### src/rtl/button_debounce.sv
// button_debounce: per-channel 2-flop synchronizer followed by a 4-state
// debounce FSM. Outputs are the registered debounced level and a one-cycle
// press pulse. Optional auto-repeat of the press pulse is enabled by defining
// the macro BUTTON_AUTO_REPEAT_EN; without it REPEAT_CYCLES has no effect.
module button_debounce #(
    parameter int unsigned NUM_BUTTONS     = 2,
    parameter int unsigned DEBOUNCE_CYCLES = 1_000_000,
    parameter int unsigned REPEAT_CYCLES   = 25_000_000
) (
    input  logic                   clk,
    input  logic                   reset,
    input  logic [NUM_BUTTONS-1:0] key_n,
    output logic [NUM_BUTTONS-1:0] button,
    output logic [NUM_BUTTONS-1:0] button_press
);

    localparam int unsigned CNT_W = 24;
    localparam logic [CNT_W-1:0] CNT_LAST = CNT_W'(DEBOUNCE_CYCLES - 1);

    // Reject parameter values the counters cannot represent.
    if (DEBOUNCE_CYCLES < 2 || DEBOUNCE_CYCLES > 32'h00FF_FFFF) begin : g_bad_debounce
        $error("button_debounce: DEBOUNCE_CYCLES out of range 2..2^24-1");
    end
    if (REPEAT_CYCLES < 1) begin : g_bad_repeat
        $error("button_debounce: REPEAT_CYCLES must be at least 1");
    end

    typedef enum logic [1:0] {
        RELEASED     = 2'd0,
        PRESS_WAIT   = 2'd1,
        PRESSED      = 2'd2,
        RELEASE_WAIT = 2'd3
    } state_t;

    logic [NUM_BUTTONS-1:0] sync1_q;
    logic [NUM_BUTTONS-1:0] sync2_q;
    logic [NUM_BUTTONS-1:0] button_q;
    logic [NUM_BUTTONS-1:0] press_q;
    state_t                 state_q [NUM_BUTTONS];
    logic [CNT_W-1:0]       cnt_q   [NUM_BUTTONS];

`ifdef BUTTON_AUTO_REPEAT_EN
    localparam int unsigned RPT_W = (REPEAT_CYCLES > 1) ? $clog2(REPEAT_CYCLES) : 1;
    localparam logic [RPT_W-1:0] RPT_LAST = RPT_W'(REPEAT_CYCLES - 1);

    logic [RPT_W-1:0] rpt_q [NUM_BUTTONS];
`endif

    // Two-flop synchronizer; stores the pressed (inverted) polarity so that
    // the reset value 0 means "key released".
    always_ff @(posedge clk or posedge reset) begin
        if (reset) begin
            sync1_q <= '0;
            sync2_q <= '0;
        end else begin
            sync1_q <= ~key_n;
            sync2_q <= sync1_q;
        end
    end

    // Per-channel debounce FSM with registered level and press pulse.
    always_ff @(posedge clk or posedge reset) begin
        if (reset) begin
            for (int i = 0; i < NUM_BUTTONS; i++) begin
                state_q[i] <= RELEASED;
                cnt_q[i]   <= '0;
`ifdef BUTTON_AUTO_REPEAT_EN
                rpt_q[i]   <= '0;
`endif
            end
            button_q <= '0;
            press_q  <= '0;
        end else begin
            press_q <= '0;
            for (int i = 0; i < NUM_BUTTONS; i++) begin
                case (state_q[i])
                    RELEASED: begin
                        if (sync2_q[i]) begin
                            state_q[i] <= PRESS_WAIT;
                            cnt_q[i]   <= '0;
                        end
                    end
                    PRESS_WAIT: begin
                        if (!sync2_q[i]) begin
                            state_q[i] <= RELEASED;
                        end else if (cnt_q[i] == CNT_LAST) begin
                            state_q[i]  <= PRESSED;
                            button_q[i] <= 1'b1;
                            press_q[i]  <= 1'b1;
`ifdef BUTTON_AUTO_REPEAT_EN
                            rpt_q[i]    <= '0;
`endif
                        end else begin
                            cnt_q[i] <= cnt_q[i] + CNT_W'(1);
                        end
                    end
                    PRESSED: begin
                        if (!sync2_q[i]) begin
                            state_q[i] <= RELEASE_WAIT;
                            cnt_q[i]   <= '0;
`ifdef BUTTON_AUTO_REPEAT_EN
                            rpt_q[i]   <= '0;
`endif
                        end
`ifdef BUTTON_AUTO_REPEAT_EN
                        else if (rpt_q[i] == RPT_LAST) begin
                            rpt_q[i]   <= '0;
                            press_q[i] <= 1'b1;
                        end else begin
                            rpt_q[i] <= rpt_q[i] + RPT_W'(1);
                        end
`endif
                    end
                    RELEASE_WAIT: begin
                        if (sync2_q[i]) begin
                            state_q[i] <= PRESSED;
                        end else if (cnt_q[i] == CNT_LAST) begin
                            state_q[i]  <= RELEASED;
                            button_q[i] <= 1'b0;
                        end else begin
                            cnt_q[i] <= cnt_q[i] + CNT_W'(1);
                        end
                    end
                    default: begin
                        state_q[i] <= RELEASED;
                    end
                endcase
            end
        end
    end

    assign button       = button_q;
    assign button_press = press_q;

endmodule

### config.mk
export PLATFORM = sky130hd
export DESIGN_NAME = button_debounce
export DESIGN_NICKNAME = d
export VERILOG_FILES = /design/src/rtl/button_debounce.sv
export SDC_FILE = /design/constraint.sdc
export NUM_CORES = 1
export LEC_CHECK = 0
export BUFFER_PORTS_ARGS = -buffer_cell sky130_fd_sc_hd__buf_2
export CAP_MARGIN = 20
export CELL_PAD_IN_SITES_DETAIL_PLACEMENT = 1
export CELL_PAD_IN_SITES_GLOBAL_PLACEMENT = 1
export CORE_ASPECT_RATIO = 1.75
export CORE_UTILIZATION = 51
export DETAILED_ROUTE_END_ITERATION = 16
export PLACE_DENSITY_LB_ADDON = 0.1
export SLEW_MARGIN = 30
export SYNTH_ARGS = -nofsm -noshare
export SYNTH_HDL_FRONTEND = slang
export SYNTH_SLANG_ARGS = --single-unit
### constraint.sdc
create_clock -name clk -period 4.3 [get_ports clk]
set_input_delay 0.215 -clock clk [delete_from_list [all_inputs] [get_ports clk]]
set_output_delay 0.215 -clock clk [all_outputs]
set_load 0.005 [all_outputs]
==> qor.yml <==
critPathLaunchType: "register"
first_global_vias: 3193
cts_resized: 0
syn_area_per_cell_um2: 9.21
clock_sink_count: 60
outcome: "completed"
slew_viol_final: 0
antenna_found_initial: 0
initial_core_util_pct: 53.6
netlist_instances: 383
power_leakage_nw: 1.63
gp_congestion: 0.735
vias: 2993
async_flop_share_pct: 100
overflow: 0
rsz0062_at_grt: "false"
critPathKind: "reg2reg"
synth_top_area_share_pct: 42.6
fp.dieH_um: 112
p_total_mw: 1.46
crit_path_max_fanout: 23
path_cells: "nor4bb_1 > nand4_1 > o41ai_4 > buf_4 > nor4_1 > a311o_1"
die_w_um: 64.9
dr.pass1.iters: 4
synth_fp_nets: 389
finalHoldViolCount: 0
antenna-diode-count: 0
regArea_mm2: 0.00150
fin_nets: 393
synth.most_common_cell: "dfrtp_1"
yosysSeqAreaShare_pct: 42.6
core_mm2: 0.00659
drive_gt1_share_pct: 12.2
dieArea_mm2: 0.00727
drc: 0
finClkSkew_ns: 0.00616
max-slew-margin-rel_pct: 48.2
cts_root_buf: "clkbuf_16"
finalSetupTns_ns: 0
grt_usage_pct: 26.5
cts_buffers: 9
wl_per_cell_um: 18.0
rows: 39
portBuffers: 7
cp-end-kind: "register"
timing.fmax_ghz: 0.395
grt_pass1_wl_um: 14800
final_core_util_pct: 58.7
vias_per_cell: 6.31
ys_seq_elements: 60
multi_input_area_mm2: 0.00180
cts_hold_buf: 0
synth_flop_cell: "dfrtp_1"
hpwl_um: 5910
postCtsSetupRepairBufs: 0
synth_top_cells_by_count: "60 x dfrtp_1, 52 x nand2_1, 30 x nand3_1, 25 x nor2_1, 15 x mux2i_1"
crit_arrival_ns: 2.75
synth_warnings: 0
cts_buffer_depth: 2
slowest_stage: "dfrtp_1"
synth_edf_count: 0
cap_viol_max_count: 0
min_period_over_period_pct: 58.9
worst_slew_pin_slew_ns: 0.776
cts_tree: "yes"
first_iter_violations: 108
hold_path.class: "in2reg"
clk-insertion-delay-late_ns: 0.33
vdd_drop_max_v: 0.000324
clkTransAtPathRegs_ns: 0.05
cp.required_ns: 4.52
netlist.top_cell.by_area: "dfrtp_1"
post-route-min-period_ns: 2.53
nFillCells: 777
finalWirelength_um: 8530
setup_viol: 0
cellPowerDensity_mw_per_mm2: 377
synthDistinctLibCells: 66
netlist_area_mm2: 0.00353
drtAntennaViolNets: 0
grt_max_degree: 61
area_delta_synth_final_pct: 9.54
ys_top_cells_by_area: "dfrtp_1 43%, nand2_1 5.5%, mux2i_1 4.3%"
ctsHtreeMaxLevel: 3
io_pins: 8
slowest_delay_ns: 0.83
-- where the power goes --
| group | switching, mW | leakage (nW) | total (mW) | internal (mW) |
|---|---|---|---|---|
| Sequential | 0.0312 | 0.819 | 0.614 | 0.583 |
| Combinational | 0.0472 | 0.649 | 0.0768 | 0.0296 |
| Clock | 0.254 | 0.158 | 0.765 | 0.510 |
-- layer usage --
metal / part of all wire [%] / up-vias / global-route usage, %
met5: 0 / - / 0
met4: 4.2 / 0 / 16.0
met3: 1.7 / 24 / 5.28
met2: 56 / 27 / 48.5
met1: 38 / 1521 / 26.5
li1: - / 1421 / -
-- cell usage in the layout (no fill, tap or decap), types with 7 or more instances in the layout --
cell,netlist,layout
nand4_1,10,10
nand2_1,52,52
o21ai_0,12,12
dfrtp_1,60,60
mux2i_1,15,15
buf_2,0,7
inv_1,14,13
a21oi_1,7,7
or4_1,8,8
nor4_1,12,12
clkbuf_16,0,9
and3_1,9,9
o21ai_1,10,10
nor2_1,25,25
nand3_1,30,30
nor3_1,12,12
-- area by class of cell --
type / instances / share of cell area, %
clock buffers: 13 / 7.25
repair buffers: 13 / 2.07
inverters: 16 / 1.55
flip-flops and latches: 60 / 38.8
clock inverters: 3 / 1.10
well taps: 82 / 2.65
multi-input cells: 287 / 46.5
-- per-stage QoR --
step / instances / setup WS, ns / area [um^2] / hold WS (ns)
2_1_floorplan: 383 / 2.29 / 3530 / 0.274
3_3_place_gp: 458 / 1.87 / 3540 / 0.332
3_5_place_dp: 458 / 1.78 / 3540 / 0.339
4_1_cts: 474 / 1.78 / 3860 / 0.0131
5_1_grt: 474 / 1.63 / 3860 / 0.0136
6_report: 474 / 1.77 / 3860 / 0.0190
-- cells by family (layout without fill, tap and decap cells) --
family | count (synthesis) | in the layout | synth area share (%)
AOI/OAI and AO/OA | 67 | 67 | 13.6
xor gates and xnor gates | 3 | 3 | 0.745
adders and majority gates | 2 | 2 | 0.709
buffers and inverters | 36 | 45 | 6.70
DFF | 60 | 60 | 42.6
muxes | 18 | 18 | 5.21
and+or+nand+nor | 197 | 197 | 30.5
-- state kept, by name (all words and copies together), names as in the netlist, named ones only --
signal,cells
state_q,2
button_press,2
cnt_q,48
sync1_q,2
sync2_q,2
button,2
-- critical path, delay by kind of cell (launching register included) --
family | cells | cell delay (ns)
simple gates | 3 | 0.60
flops | 1 | 0.83
compound gates | 2 | 0.68
buf+inv | 1 | 0.30
-- worst paths after layout --
path,startpoint,end,slack [ns],cells after the start
min in group asynchronous,reset,cnt_q[25],0.10,3
min reg2reg,sync1_q[1],sync2_q[1],0.35,0
max,state_q[2],cnt_q[29],1.77,6
min,key_n[0],sync1_q[0],0.02,2
max reg2reg,state_q[2],cnt_q[29],1.77,6
max in group asynchronous,reset,cnt_q[45],3.68,3
Power figures use the tool's default switching activity.
